$ cat config.mk
export PLATFORM = sky130hd
export DESIGN_NAME = ibex_if_id_dummy_reg
export DESIGN_NICKNAME = d
export VERILOG_FILES = /design/src/rtl/ibex_if_id_dummy_reg.sv
export SDC_FILE = /design/constraint.sdc
export NUM_CORES = 1
export LEC_CHECK = 0
export ABC_AREA = 1
export CORE_MARGIN = 5
export CORE_UTILIZATION = 37
export DETAILED_ROUTE_END_ITERATION = 8
export GPL_TIMING_DRIVEN = 1
export PLACE_DENSITY = 0.81
export SLEW_MARGIN = 20
export SYNTH_ARGS = -nofsm -noshare
export SYNTH_HDL_FRONTEND = slang
export SYNTH_SLANG_ARGS = --single-unit
export TNS_END_PERCENT = 50
$ cat constraint.sdc
create_clock -name clk_i -period 0.8 [get_ports clk_i]
set_input_delay 0.16 -clock clk_i [delete_from_list [all_inputs] [get_ports clk_i]]
set_output_delay 0.16 -clock clk_i [all_outputs]
set_load 0.03 [all_outputs]
$ cat src/rtl/ibex_if_id_dummy_reg.sv
// IF/ID pipeline register with dummy-instruction insertion.
//
// Each cycle the ID stage accepts, this stage picks either the prefetch buffer output or the
// encoded dummy instruction. It registers that choice into the ID-stage instruction registers.
// A dummy carries the PC of the pending fetch and sets a marker bit, so that ID/WB can suppress
// its architectural effects. Fetch is back-pressured in any cycle where a dummy is inserted, so
// the fetched word stays in the prefetch buffer and program order is preserved.
//
// Ports:
//   clk_i, rst_ni                 clock, asynchronous active-low reset
//   fetch_valid_i/rdata_i/addr_i/err_i   prefetch buffer output
//   fetch_ready_o                 fetched instruction consumed this cycle (combinational)
//   insert_dummy_instr_i          dummy generator insertion request
//   dummy_instr_data_i            encoded dummy instruction
//   id_in_ready_i                 ID stage accepts a new instruction
//   flush_i                       kill the stage (priority over load/insert)
//   instr_*_id_o, instr_fetch_err_o   registered ID-stage instruction
//   instr_new_id_o                one-cycle pulse after a valid load
//
// Optional (macro IBEX_DUMMY_INSTR_CNT_EN):
//   dummy_cnt_o      saturating count of inserted dummies
//   dummy_cnt_clr_i  synchronous clear of the counter (wins over increment)

module ibex_if_id_dummy_reg #(
  parameter bit DummyInstructions = 1'b1,
  parameter bit ResetAll          = 1'b0
) (
  input  logic        clk_i,
  input  logic        rst_ni,
  input  logic        fetch_valid_i,
  input  logic [31:0] fetch_rdata_i,
  input  logic [31:0] fetch_addr_i,
  input  logic        fetch_err_i,
  output logic        fetch_ready_o,
  input  logic        insert_dummy_instr_i,
  input  logic [31:0] dummy_instr_data_i,
  input  logic        id_in_ready_i,
  input  logic        flush_i,
`ifdef IBEX_DUMMY_INSTR_CNT_EN
  output logic [15:0] dummy_cnt_o,
  input  logic        dummy_cnt_clr_i,
`endif
  output logic        instr_valid_id_o,
  output logic [31:0] instr_rdata_id_o,
  output logic [31:0] instr_pc_id_o,
  output logic        instr_is_dummy_id_o,
  output logic        instr_fetch_err_o,
  output logic        instr_new_id_o
);

  logic        ins_dummy;
  logic        load;
  logic        valid_d, valid_q;
  logic        dummy_d, dummy_q;
  logic        new_d, new_q;
  logic        err_d, err_q;
  logic [31:0] rdata_d, rdata_q;
  logic [31:0] pc_d, pc_q;

  assign load          = id_in_ready_i & ~flush_i;
  assign ins_dummy     = DummyInstructions & insert_dummy_instr_i & load;
  assign fetch_ready_o = load & ~ins_dummy;

  always_comb begin
    valid_d = valid_q;
    dummy_d = dummy_q;
    err_d   = err_q;
    rdata_d = rdata_q;
    pc_d    = pc_q;
    new_d   = 1'b0;
    if (flush_i) begin
      valid_d = 1'b0;
      dummy_d = 1'b0;
      err_d   = 1'b0;
    end else if (id_in_ready_i) begin
      if (ins_dummy) begin
        // Dummy borrows the PC of the pending fetch whether or not that fetch is valid.
        rdata_d = dummy_instr_data_i;
        pc_d    = fetch_addr_i;
        dummy_d = 1'b1;
        err_d   = 1'b0;
        valid_d = 1'b1;
        new_d   = 1'b1;
      end else if (fetch_valid_i) begin
        rdata_d = fetch_rdata_i;
        pc_d    = fetch_addr_i;
        err_d   = fetch_err_i;
        dummy_d = 1'b0;
        valid_d = 1'b1;
        new_d   = 1'b1;
      end else begin
        valid_d = 1'b0;
        dummy_d = 1'b0;
      end
    end
  end

  always_ff @(posedge clk_i or negedge rst_ni) begin
    if (!rst_ni) begin
      valid_q <= 1'b0;
      dummy_q <= 1'b0;
      new_q   <= 1'b0;
    end else begin
      valid_q <= valid_d;
      dummy_q <= dummy_d;
      new_q   <= new_d;
    end
  end

  if (ResetAll) begin : gen_data_rst
    always_ff @(posedge clk_i or negedge rst_ni) begin
      if (!rst_ni) begin
        err_q   <= 1'b0;
        rdata_q <= 32'h0;
        pc_q    <= 32'h0;
      end else begin
        err_q   <= err_d;
        rdata_q <= rdata_d;
        pc_q    <= pc_d;
      end
    end
  end else begin : gen_data_norst
    always_ff @(posedge clk_i) begin
      err_q   <= err_d;
      rdata_q <= rdata_d;
      pc_q    <= pc_d;
    end
  end

`ifdef IBEX_DUMMY_INSTR_CNT_EN
  logic [15:0] cnt_d, cnt_q;

  always_comb begin
    cnt_d = cnt_q;
    if (dummy_cnt_clr_i) begin
      cnt_d = 16'h0;
    end else if (ins_dummy && (cnt_q != 16'hFFFF)) begin
      cnt_d = cnt_q + 16'h1;
    end
  end

  always_ff @(posedge clk_i or negedge rst_ni) begin
    if (!rst_ni) begin
      cnt_q <= 16'h0;
    end else begin
      cnt_q <= cnt_d;
    end
  end

  assign dummy_cnt_o = cnt_q;
`endif

  assign instr_valid_id_o    = valid_q;
  assign instr_rdata_id_o    = rdata_q;
  assign instr_pc_id_o       = pc_q;
  assign instr_is_dummy_id_o = DummyInstructions & dummy_q;
  assign instr_fetch_err_o   = err_q;
  assign instr_new_id_o      = new_q;

endmodule
## Word level (Yosys, flattened, before mapping)

Cells that the tools add are included.

- Register bits after elaboration: 68
- Bits of input ports: 103
- Output and inout port bits: 69

- Mux-type cells: 15
- Bitwise operators: 5
- Reduce and logical (&&, ||, !) cells: 4

Operator list:

| operator | number |
|---|---|
| $mux W32 | 4 |
| $mux W1 | 11 |
| $reduce_bool A2 Y1 | 2 |
| $and A1 B1 Y1 | 3 |
| $reduce_and A3 Y1 | 1 |
| $not A1 Y1 | 2 |
| $reduce_and A2 Y1 | 1 |

## Longest topological paths before layout

- Depth in word-level cells: 6
- Gate-level depth with buffers: 6
- Gate-level depth less buffers: 5

## Least setup slack after synthesis

Ideal clock, no wire load.

- Path type: input -> register
- From: in insert_dummy_instr_i
- To: reg pc_q[0], in the netlist instr_pc_id_o[0] (enable)
- Arrival time: 1962 ps
- Required time: 376 ps
- Path slack: -1586 ps
- Cell stages on the path: 4
- Path buffers: 2
- Cells stage by stage: buf_6 > nand3_4 > buf_8 > nand2_1

- Word-level cells in the longest chain between the ends: 3

RTL lines:

| element | line | RTL |
|---|---|---|
| from (decl) | 35 | `input logic insert_dummy_instr_i,` |
| $and A1 B1 Y1 | 61 | `assign ins_dummy = DummyInstructions & insert_dummy_instr_i & load;` |
| $reduce_bool A2 Y1 (no line) | - |  |
| $reduce_and A3 Y1 (no line) | - |  |
| to (signal assigned) | 126 | `pc_q <= pc_d;` |
| to (decl) | 58 | `logic [31:0] pc_d, pc_q;` |

Every way passes these cells.
A chain may end at the register's enable or synchronous reset.

## Worst setup path in the final report

- From: reg pc_q[0], in the netlist instr_pc_id_o[0]
- To: out instr_pc_id_o[0]

RTL lines:

| element | line | RTL |
|---|---|---|
| to (decl) | 45 | `output logic [31:0] instr_pc_id_o,` |

No word-level cell between the ends.

==> summary.md <==
| Metric | Value |
|---|---|
| Logic pwr share | 23.1% |
| Synth top area cells | edfxtp_1 70%, nand2_1 8.6%, nand4_1 7.3% |
| Max-Cap Viols | 0 |
| Worst r2r src | instr_valid_id_o |
| Layout cells sized above 1 | 37.0% |
| Failing checks | negative setup slack |
| Most common cell in the netlist | edfxtp_1 |
| Fin util | 72.7% |
| Final Max Slew Viols | 0 |
| Share of the synthesized area in the top cell type | 69.8% |
| Asr flop ratio synth | 4.41% |
| Synth Area in Compound Gates | 0.182% |
| DP HPWL | 6.07 mm |
| Leading area contributor after synthesis | edfxtp_1 |
| Initial DRC count | 106 |
| WP data arrival | 0.93 ns |
| Status | finished with violations |
| Hold Startpoint | flush_i |
| EDFF count, synth | 64 |
| Largest family of logic cells by synthesized area | simple AND/OR/NAND/NOR gates |
| Max_slew headroom | 83.7% |
| Sink Count | 68 |
| Grt peak-use layer | met2 |
| Flops & latches, synth | 68 |
| Cells after DPL | 467 |
| Core area | 7250 sq um |
| Post-synthesis sequential area ratio | 73.3% |
| Cell Pwr Density | 2000 nW/um^2 |
| Syn_nets | 298 |
| Setup CP Type | reg -> out |
| Die area | 9260 sq um |
| CP startpoint kind | flop |
| Fillers | 456 |
| CTS Buf Count | 9 |
| Pleak | 2.16 nW |
| Die Span X | 96.2 um |
| Min cycle time layout | 1.09 ns |
| Overall routing resource usage | 20.8% |
| Final wirelength | 9.76 mm |
| Crit path required time | 0.64 ns |
| CP delay by family, top | flip-flops |
| Worst clock skew | 0 ns |
| Port Buf Inserts | 171 |
| Antenna violations before repair | 0 |
| Yosys warning count | 0 |
| Residual DRC | 0 |
| Synth Area in Simple Gates | 19.4% |
| RePlAce Congestion | 0.733 |
| Largest net degree at the start of global routing | 25 |
| Clock buffer depth | 2 |
| M2 GR Usage | 38.6% |
| RSZ-0062 raised after global routing | true |
| Vias | 2,458 |
| FP Rows | 31 |
| Synth top cells by count | 64 x edfxtp_1, 63 x nand2_1, 32 x nand4_1 |
| Multiplexer area fraction after synthesis | 0% |
| TritonCTS clock tree | yes |
| Syn Inst Count | 195 |
| CP bufs+invs | 1 |
| Synth Flop Type | edfxtp_1 |
| Antenna-violating nets left | 0 |
| Xor/xnor share of the synthesized area | 0% |
| CP max-delay cell | edfxtp_1 |
| P_int | 0.00789 W |
| CP cell instances | buf_6 |
| Post-synthesis adder-cell area fraction | 0% |
| Hold Vio Cnt, Final | 0 |
| CP Capture Type | output port |
| Gr ovfl total | 0 |
| Non-filler cells, final | 496 |
| M3 GR Usage | 6.25% |
| First-pass GRT wire length | 14.0 mm |
| Slew at the pin closest to its max-slew limit | 0.245 ns |
| DR WL/cell | 19.7 um |
| Max IR drop VDD | 1020 uV |
| DP Area | 4450 sq um |
| Switching power | 0.00265 W |
| Mapped Area | 2750 sq um |
| Sw Ratio | 25.1% |
| DR vias/cell | 4.96 |
| Worst setup margin | -0.289 ns |
| Reg power frac | 41.7% |
| Root Buffer | clkbuf_8 |
| Worst-path clk slew | 0.07 ns |
| F_max | 0.918 GHz |
| Final net count | 496 |
| Setup violators final | 102 |
| H-tree levels | 3 |
| Max FO, Critical Path | 1 |
| Slowest stage delay, CP | 0.44 ns |
| DRT Pass-1 Iters | 6 |
| Die Span Y | 96.2 um |
| Post-synthesis area per instance | 14.1 sq um |
| I/O pin cnt | 172 |
| Worst skew pair latency | 0.32 ns |
| Ant diodes | 0 |
| Netlist cell types | 16 |
| Fin crit share | 136% |
| Hold Path Class | in -> reg |
| Initial Util | 37.9% |
| Met1 global-route usage | 21.4% |
| Syn-to-layout area delta | 91.8% |
| Post-route cell area | 5280 sq um |
| Worst setup path startpoint | instr_pc_id_o[0] |
| Clock power share | 35.1% |
| Vias in the first global route | 2,539 |
==> routing by layer <==
| layer | wire length [um] | vias to the layer above |
|---|---|---|
| met2 | 5350 | 145 |
| met4 | 286 | 0 |
| met3 | 975 | 20 |
| met5 | 0 | - |
| li1 | - | 1113 |
| met1 | 3150 | 1180 |
==> sequential cells by signal, indices dropped and copies added, names as in the netlist <==
name,cells
instr_fetch_err_o,1
instr_is_dummy_id_o,1
instr_new_id_o,1
instr_pc_id_o,32
instr_rdata_id_o,32
instr_valid_id_o,1
==> cells by family after synthesis <==
| family | count (synthesis) |
|---|---|
| flops | 68 |
| buf+inv | 17 |
| simple gates | 109 |
| compound gates | 1 |
==> cells in the final DEF (no fill, tap or decap), drive strengths merged <==
cell,synthesis,routed
buf,10,101
bufinv,0,4
nand2,70,70
clkinv,0,2
nor3,1,1
nand3,6,6
clkdlybuf4s15,0,1
a21oi,1,1
dfrtp,3,3
edfxtp,64,64
inv,3,3
clkdlybuf4s50,0,98
dlygate4sd3,0,1
dfxtp,1,1
nand4,32,32
clkbuf,4,9
==> layout make-up <==
| cell class | instances | area (sq um) | share of cell area [%] |
|---|---|---|---|
| Sequential cell | 68 | 2020 | 38.3 |
| Tap cell | 99 | 124 | 2.35 |
| Clock buffer | 9 | 124 | 2.35 |
| Clock inverter | 6 | 138 | 2.61 |
| Timing Repair Buffer | 201 | 2250 | 42.6 |
| Inverter | 3 | 16.3 | 0.308 |
| Multi-Input combinational cell | 110 | 611 | 11.6 |
==> worst paths after layout <==
path	endpoint	slack, ns	cells after the start
worst max-delay path	instr_pc_id_o[0]	-0.29	1
worst min-delay path	instr_fetch_err_o	0.19	5
worst max register to register	instr_valid_id_o	0.03	3
worst min register to register	instr_is_dummy_id_o	0.52	2
max in group asynchronous	instr_is_dummy_id_o	0.10	2
min in group asynchronous	instr_new_id_o	0.56	2
==> stage by stage <==
step	TNS [ns]	power, W	setup WS (ns)	hold slack [ns]
global placement	-64.12	0.00643	-0.660	0.355
detailed placement	-66.19	0.00646	-0.684	0.361
CTS	-17.15	0.0105	-0.299	0.149
finish	-16.25	0.0105	-0.289	0.193
global route	-19.48	0.0109	-0.318	0.207
floorplan	-27.00	0.00537	-0.389	-0.136
==> what timing repair did <==
action	4_1_cts	5_1_grt
resized for setup	102	15
buffers inserted	7	1
endpoints found under the hold margin	3	0
gates cloned	5	0
pin swaps	3	1
setup endpoints to repair	169	133
hold buffers	1	0
==> power groups by stage <==
stage                     sequential, W  combinational, W  clock [W]
final                           0.00440           0.00244    0.00370
after detailed placement        0.00441           0.00206          0
after CTS                       0.00439           0.00238    0.00371
after floorplan                 0.00500          0.000367          0
after global placement          0.00440           0.00203          0
after global routing            0.00442           0.00255    0.00392
Note: power is estimated with default switching activity, not from simulation.
